### config.mk
export PLATFORM = sky130hd
export DESIGN_NAME = pc_fetch_unit_flat
export DESIGN_NICKNAME = d
export VERILOG_FILES = /design/src/rtl/pc_fetch_unit_if.sv /design/src/rtl/pc_fetch_unit.sv /design/src/flat_wrapper.sv
export SDC_FILE = /design/constraint.sdc
export NUM_CORES = 1
export LEC_CHECK = 0
export BUFFER_PORTS_ARGS = -buffer_cell sky130_fd_sc_hd__clkbuf_2
export CAP_MARGIN = 20
export CORE_MARGIN = 4
export CORE_UTILIZATION = 46
export CTS_CLUSTER_DIAMETER = 80
export DETAILED_ROUTE_END_ITERATION = 12
export GPL_TIMING_DRIVEN = 1
export HOLD_SLACK_MARGIN = 0.08
export PLACE_DENSITY = 0.85
export SLEW_MARGIN = 0
export SYNTH_ARGS = -nofsm -noshare
export SYNTH_HDL_FRONTEND = slang
export SYNTH_SLANG_ARGS = --single-unit
### constraint.sdc
create_clock -name clk -period 2.08 [get_ports clk]
set_clock_uncertainty 0.05 [all_clocks]
set_input_delay 0.416 -clock clk [delete_from_list [all_inputs] [get_ports clk]]
set_output_delay 0.416 -clock clk [all_outputs]
set_load 0.03 [all_outputs]
### src/rtl/pc_fetch_unit_if.sv
// rtl/pc_fetch_unit_if.sv - Fetch-unit bus bundle: hazard/redirect inputs, PC-adder loop, imem handshake
//
// Signals:
//   stall, redirect_valid, redirect_target   control from hazard unit / branch resolution
//   pc_next_seq                              PC-incrementer adder Y result (pc + STEP)
//   imem_ready, imem_req                     instruction memory handshake
//   pc                                       current PC (adder A input and imem address)
//   fetch_valid, fetch_pc                    registered accepted-fetch report
//   misaligned                               sticky misaligned-redirect flag
// Modports: master = fetch unit, slave = surrounding front end.
interface pc_fetch_unit_if #(
    parameter int unsigned N = 32
);
    logic         stall;
    logic         redirect_valid;
    logic [N-1:0] redirect_target;
    logic [N-1:0] pc_next_seq;
    logic         imem_ready;
    logic [N-1:0] pc;
    logic         imem_req;
    logic         fetch_valid;
    logic [N-1:0] fetch_pc;
    logic         misaligned;

    modport master (
        input  stall, redirect_valid, redirect_target, pc_next_seq, imem_ready,
        output pc, imem_req, fetch_valid, fetch_pc, misaligned
    );

    modport slave (
        output stall, redirect_valid, redirect_target, pc_next_seq, imem_ready,
        input  pc, imem_req, fetch_valid, fetch_pc, misaligned
    );
endinterface

### src/rtl/pc_fetch_unit.sv
// rtl/pc_fetch_unit.sv - Program counter register and fetch sequencer (BOOT/FETCH/HOLD/TRAP)
//
// Ports:
//   clk           system clock, rising edge
//   reset         synchronous active-high reset
//   bus           pc_fetch_unit_if.master (stall, redirect, adder loop, imem handshake, fetch report)
//   fetch_count   accepted-fetch counter      (only with FETCH_PERF_EN)
//   stall_cycles  cycles spent in HOLD        (only with FETCH_PERF_EN)
// Optional feature macro: FETCH_PERF_EN adds the two 32-bit performance counters.
module pc_fetch_unit #(
    parameter int unsigned     N            = 32,
    parameter logic [N-1:0]    RESET_VECTOR = '0,
    parameter int unsigned     STEP         = 4
) (
    input  logic              clk,
    input  logic              reset,
    pc_fetch_unit_if.master   bus
`ifdef FETCH_PERF_EN
    ,
    output logic [31:0]       fetch_count,
    output logic [31:0]       stall_cycles
`endif
);
    typedef enum logic [1:0] {
        BOOT  = 2'd0,
        FETCH = 2'd1,
        HOLD  = 2'd2,
        TRAP  = 2'd3
    } state_t;

    // Only the low log2(STEP) bits decide alignment; STEP is a power of two.
    localparam logic [N-1:0] ALIGN_MASK = N'(STEP - 1);

    state_t       state;
    state_t       state_next;
    logic [N-1:0] pc_q;
    logic [N-1:0] fetch_pc_q;
    logic         fetch_valid_q;
    logic         misaligned_q;

    logic redirect_take;
    logic target_misaligned;
    logic accept;

    // TRAP ignores redirect and stall entirely.
    assign redirect_take     = bus.redirect_valid && (state != TRAP);
    assign target_misaligned = (bus.redirect_target & ALIGN_MASK) != '0;
    assign accept            = (state == FETCH) && !bus.redirect_valid && !bus.stall && bus.imem_ready;

    // State register
    always_ff @(posedge clk) begin
        if (reset) begin
            state <= BOOT;
        end else begin
            state <= state_next;
        end
    end

    // Next-state logic: redirect > stall > sequential
    always_comb begin
        state_next = state;
        if (state == TRAP) begin
            state_next = TRAP;
        end else if (bus.redirect_valid) begin
            state_next = target_misaligned ? TRAP : FETCH;
        end else if (bus.stall) begin
            state_next = HOLD;
        end else begin
            state_next = FETCH;
        end
    end

    // Output decode
    always_comb begin
        bus.imem_req = 1'b0;
        if (state == FETCH) begin
            bus.imem_req = 1'b1;
        end
    end

    // PC and fetch-report datapath. A redirect in the acceptance cycle wins,
    // so the in-flight fetch is squashed (accept already excludes it).
    always_ff @(posedge clk) begin
        if (reset) begin
            pc_q          <= RESET_VECTOR;
            fetch_valid_q <= 1'b0;
            fetch_pc_q    <= '0;
            misaligned_q  <= 1'b0;
        end else begin
            fetch_valid_q <= accept;
            if (accept) begin
                fetch_pc_q <= pc_q;
                pc_q       <= bus.pc_next_seq;
            end
            if (redirect_take) begin
                pc_q <= bus.redirect_target;
                if (target_misaligned) begin
                    misaligned_q <= 1'b1;
                end
            end
        end
    end

    assign bus.pc          = pc_q;
    assign bus.fetch_valid = fetch_valid_q;
    assign bus.fetch_pc    = fetch_pc_q;
    assign bus.misaligned  = misaligned_q;

`ifdef FETCH_PERF_EN
    always_ff @(posedge clk) begin
        if (reset) begin
            fetch_count  <= '0;
            stall_cycles <= '0;
        end else begin
            if (accept) begin
                fetch_count <= fetch_count + 32'd1;
            end
            if (state == HOLD) begin
                stall_cycles <= stall_cycles + 32'd1;
            end
        end
    end
`endif

endmodule

### src/flat_wrapper.sv
// flat-port wrapper written by rule: the top's interface ports become plain ports
module pc_fetch_unit_flat 
#(
    parameter int unsigned     N            = 32,
    parameter logic [N-1:0]    RESET_VECTOR = '0,
    parameter int unsigned     STEP         = 4
)
  (clk, reset, bus_stall, bus_redirect_valid, bus_redirect_target, bus_pc_next_seq, bus_imem_ready, bus_pc, bus_imem_req, bus_fetch_valid, bus_fetch_pc, bus_misaligned);
  pc_fetch_unit_if #(.N(N)) bus_i ();
  input  logic clk;
  input  logic reset;
  input wire logic [$bits(bus_i.stall)-1:0] bus_stall;
  input wire logic [$bits(bus_i.redirect_valid)-1:0] bus_redirect_valid;
  input wire logic [$bits(bus_i.redirect_target)-1:0] bus_redirect_target;
  input wire logic [$bits(bus_i.pc_next_seq)-1:0] bus_pc_next_seq;
  input wire logic [$bits(bus_i.imem_ready)-1:0] bus_imem_ready;
  output wire logic [$bits(bus_i.pc)-1:0] bus_pc;
  output wire logic [$bits(bus_i.imem_req)-1:0] bus_imem_req;
  output wire logic [$bits(bus_i.fetch_valid)-1:0] bus_fetch_valid;
  output wire logic [$bits(bus_i.fetch_pc)-1:0] bus_fetch_pc;
  output wire logic [$bits(bus_i.misaligned)-1:0] bus_misaligned;
  assign bus_i.stall = bus_stall;
  assign bus_i.redirect_valid = bus_redirect_valid;
  assign bus_i.redirect_target = bus_redirect_target;
  assign bus_i.pc_next_seq = bus_pc_next_seq;
  assign bus_i.imem_ready = bus_imem_ready;
  assign bus_pc = bus_i.pc;
  assign bus_imem_req = bus_i.imem_req;
  assign bus_fetch_valid = bus_i.fetch_valid;
  assign bus_fetch_pc = bus_i.fetch_pc;
  assign bus_misaligned = bus_i.misaligned;
  pc_fetch_unit #(.N(N), .RESET_VECTOR(RESET_VECTOR), .STEP(STEP)) u_core (.clk(clk), .reset(reset), .bus(bus_i));
endmodule
### After elaboration in Yosys (flattened, before gate mapping)

Index checks and enable logic that the tools add are counted.

* memories: 0
* bits in writable memories: 0
* output and inout bits: 67
* register bits: 68
* logic and storage cells: 24
* bits in read-only memories: 0
* latch bits: 0
* input port bits: 69

* multipliers: 0
* bitwise operators: 0
* div/mod/pow operators: 0
* muxes and demuxes: 7
* add/subtract/negate cells: 0
* shift operators: 0
* reductions and logical operators: 9
* equal/unequal tests: 3
* $lt $le $gt $ge: 0

Operators with widths (count)
* 32-bit two-way mux: 2
* 32-bit nonzero test: 1
* 2-bit two-way mux: 4
* 1-bit logical AND: 4
* 2-bit by 1-bit == test with 1-bit output, second input constant: 1
* 2-bit == test, second input constant: 1
* 1-bit zero test: 2
* 2-bit != test, second input constant: 1
* 2-bit AND reduction: 1
* 2-bit nonzero test: 1
* 1-bit two-way mux: 1

### Logic depth before layout (Yosys ltp)

* depth after elaboration: 6
* gate-level depth with buffers: 5
* mapped depth without buffers: 3

### Worst setup path before layout

OpenSTA, ideal clock, no wires.

* path type: input to register
* start: input bus_redirect_valid
* end: register u_core.pc_q[10], in the netlist u_core.bus.pc[10]
* stages on the path: 5
* required time: 1.888 ns
* library setup time: 0.142 ns
* setup slack: 0.483 ns
* buffers on the path: 2
* arrival: 1.405 ns
* cells stage by stage: or4b_4 -> buf_6 -> buf_6 -> o21ai_1 -> a311oi_1

* longest elaborated chain between the ends: 5
* elaborated cells between the ends (all ways): 7
* those cells by class: mux: 1; reduce/logical: 6

Ends and longest elaborated chain
* start: declaration: RTL line flat_wrapper.sv:13 `input wire logic [$bits(bus_i.redirect_valid)-1:0] bus_redirect_valid;`
* 1-bit zero test: RTL line pc_fetch_unit.sv:48 `assign accept = (state == FETCH) && !bus.redirect_valid && !bus.stall && bus.imem_ready;`
* 1-bit logical AND (3 in a row): RTL line pc_fetch_unit.sv:48
* 2-bit nonzero test (no line)
* end signal: assignment: RTL line pc_fetch_unit.sv:93 `pc_q <= bus.pc_next_seq;`
* end signal: assignment: RTL line pc_fetch_unit.sv:96 `pc_q <= bus.redirect_target;`
* end: declaration: RTL line pc_fetch_unit.sv:36 `logic [N-1:0] pc_q;`

Several ways; a longest one is shown, not always the timed one.
A chain may end at the register's enable or synchronous reset.

### Worst setup path after layout

* start: register u_core.state[0]
* end: register u_core.pc_q[0], in the netlist u_core.bus.pc[0]

* longest elaborated chain between the ends: 5
* elaborated cells between the ends (all ways): 8
* those cells by class: eq/ne: 2; mux: 1; reduce/logical: 5

Ends and longest elaborated chain
* start: declaration: RTL line pc_fetch_unit.sv:34 `state_t state;`
* start signal: assignment: RTL line pc_fetch_unit.sv:55 `state <= state_next;`
* 2-bit by 1-bit == test with 1-bit output: RTL line pc_fetch_unit.sv:48
* 1-bit logical AND (3 in a row): RTL line pc_fetch_unit.sv:48
* 2-bit nonzero test (no line)

Several ways; a longest one is shown, not always the timed one.

==> out/summary.txt <==
height of the chip: 87.4 um
DP Wirelength: 5.54 mm
transition time at the pin with the least slew margin: 0.385 ns
via total after detailed routing: 3042
ratio of cells with drive above 1 in the final layout: 34.6%
average wire per standard cell: 15.4 um
Placed Instance Area: 3560 um2
hold path startpoint: bus_pc_next_seq[18]
global route total overflow: 0
element type at the critical path end: flop
pre-CTS setup slack: 0.273 ns
final max-slew violation count: 0
detail-routed via count per cell: 5.60
status: complete, no violations
number of antenna violations at the first check in global routing: 0
largest net degree at the start of global routing: 66
distinct cell type count of the synthesized netlist: 22
TritonCTS clock tree: done
worst endpoint data arrival time: 1.75 ns
start of the worst register-to-register path: u_core.state[0]
drt drc: 0
worst endpoint required time: 2.22 ns
Clk Latency, worst-skew pair: 0.32 ns
least setup slack across all paths after layout: 0.475 ns
area grow syn2layout: 28.5%
Final Critical Period: 1.61 ns
deepest clock path buffer count: 2
setup TNS after final layout: 0 ns
FP Rows: 28
via count of the first global-routing pass: 2940
Buffers on Ports: 135
first-pass GRT wire length: 13.5 mm
post-layout instance area: 3720 um2
CP max stage delay: 0.49 ns
post-layout instance count excluding filler cells: 543
# nets final: 532
category of the most critical setup path: reg2reg
core region area: 6030 um2
iteration-0 DRC count of the detailed router: 164
Worst setup startpoint: u_core.state[0]
maximum fanout count along the critical path: 65
RD Place Congestion: 0.772
cell with the biggest individual delay on the critical path: sky130_fd_sc_hd__or4b_4
count of instances resized after the clock tree is built: 0
total of max-cap violations: 0
number of detailed-routing iterations run before antenna repair: 4
count of antenna diodes in the layout: 0
most common library cell in the layout ignoring fill and taps: sky130_fd_sc_hd__clkbuf_2
peak supply drop: 0.385 mV
cell area after synthesis: 2900 um2
number of I/O pins: 136
areal power density over the cells: 756 nW/um2
clock transition at the registers of the reported paths: 0.07 ns
Setup Fix Bufs, Post-CTS: 0
GRT Resource Usage Total: 22.0%
area enclosed by the die boundary: 7630 um2
Initial Util: 48.1%
number of synthesis warnings: 0
static leakage power: 1.54 nW
Mapped Cells: 350
hold crit path type: in2reg
share of Yosys cell area claimed by the top area cell type: 47.0%
synthesized netlist net count: 419
horizontal die dimension: 87.4 um
cell types occupying the most area after synthesis: sky130_fd_sc_hd__dfxtp_1 (47%), sky130_fd_sc_hd__nand3_1 (11%), sky130_fd_sc_hd__a311oi_1 (9.7%)
residual antenna-violating net count after detailed routing: 0
most area-hungry cell type in the Yosys netlist: sky130_fd_sc_hd__dfxtp_1
Setup crit start kind: flop
Layout fillers: 552
cell at the root of the clock tree: sky130_fd_sc_hd__clkbuf_8
sequential cell area fraction in the yosys report: 47.0%
TritonCTS buffer count: 9
Final period util: 77.2%
upper clock frequency limit: 0.623 GHz
H-tree Lvls: 3
Max-slew headroom: 74.4%
syn avg cell area: 8.28 um2
most frequent cells in the layout: sky130_fd_sc_hd__clkbuf_2 (135), sky130_fd_sc_hd__dfxtp_1 (68), sky130_fd_sc_hd__nand3_1 (64), sky130_fd_sc_hd__o21ai_1 (50), sky130_fd_sc_hd__nor2_1 (35)
Setup violations, final: 0
post-route worst hold slack: 0.295 ns
final-report hold violation count: 0
synthesis-stage register bit count: 68
cell-by-cell trace of the critical path: or4b_4 > buf_12 > o21ai_0 > a311oi_1
setup repair after global routing missed its margin: no
total of hold buffers inserted after clock tree synthesis: 0
final WL: 8.34 mm
dpl cells: 527
total number of clock tree sinks: 68
==> layer usage <==
| layer | up-vias | part of all wire, % | global-route usage [%] | routed length [um] |
|---|---|---|---|---|
| li1 | 1507 | - | - | - |
| met1 | 1420 | 41 | 26.5 | 3450 |
| met2 | 107 | 51 | 36.9 | 4260 |
| met3 | 8 | 6.6 | 5.11 | 549 |
| met4 | 0 | 1.0 | 10.0 | 86 |
| met5 | - | 0 | 0 | 0 |
==> state kept, by name, indices dropped and copies added (netlist names) <==
register	cells
u_core.bus.misaligned	1
u_core.bus.fetch_pc	32
u_core.state	2
u_core.bus.pc	32
u_core.bus.fetch_valid	1
==> worst max-delay path: cells and delay by family (launching register included) <==
family / cells / cell delay (ns)
DFF: 1 / 0.38
and+or+nand+nor: 1 / 0.49
AOI/OAI and AO/OA: 2 / 0.31
buffers and inverters: 1 / 0.20
==> report_power, final <==
part | internal, mW | switching [mW] | leakage [nW]
registers | 1.36 | 0.0488 | 0.557
logic | 0.163 | 0.316 | 0.894
clock network | 0.464 | 0.457 | 0.0844
total | 1.99 | 0.822 | 1.54
==> final cells by class <==
| cell class | instances | area, um2 | share of cell area (%) |
|---|---|---|---|
| timing repair buffer | 145 | 801 | 21.5 |
| clock inverter | 2 | 10.0 | 0.269 |
| tap | 75 | 93.8 | 2.52 |
| inverter | 2 | 7.51 | 0.202 |
| clock buffer | 14 | 153 | 4.10 |
| multi-input combinational | 237 | 1290 | 34.8 |
| sequential | 68 | 1360 | 36.6 |
==> cells in the mapped netlist (all sizes together) <==
cell,n
a21o,1
a311oi,32
dfxtp,68
nand3,64
o21ba,1
nor4b,1
a21bo,1
nand2,1
buf,20
a21oi,33
o21ai,64
nor3,1
a31oi,1
clkbuf,23
nor2,35
or4b,1
inv,2
nor2b,1
==> worst paths after layout <==
kind,endpoint,slack (ns),cells after the start
setup / recovery,u_core.bus.pc[0],0.47,4
hold / removal,u_core.bus.pc[18],0.29,3
setup reg to reg,u_core.bus.pc[0],0.47,4
hold reg to reg,u_core.bus.fetch_pc[25],0.43,2
==> cell families (layout without fill, tap and decap cells) <==
family                 after synthesis  after routing  synth area share, %
AOI/OAI and AO/OA                  133            133                 27.6
buffers and inverters               45            163                 8.51
and+or+nand+nor                    104            104                 16.9
DFF                                 68             68                 47.0
==> stage by stage <==
step,total power [mW],util [%]
after global routing,2.94,61.8
after global placement,1.91,59.1
after floorplan,1.74,-
after detailed placement,1.92,59.1
after CTS,2.83,61.8
final,2.81,61.8
Power figures use the tool's default switching activity.
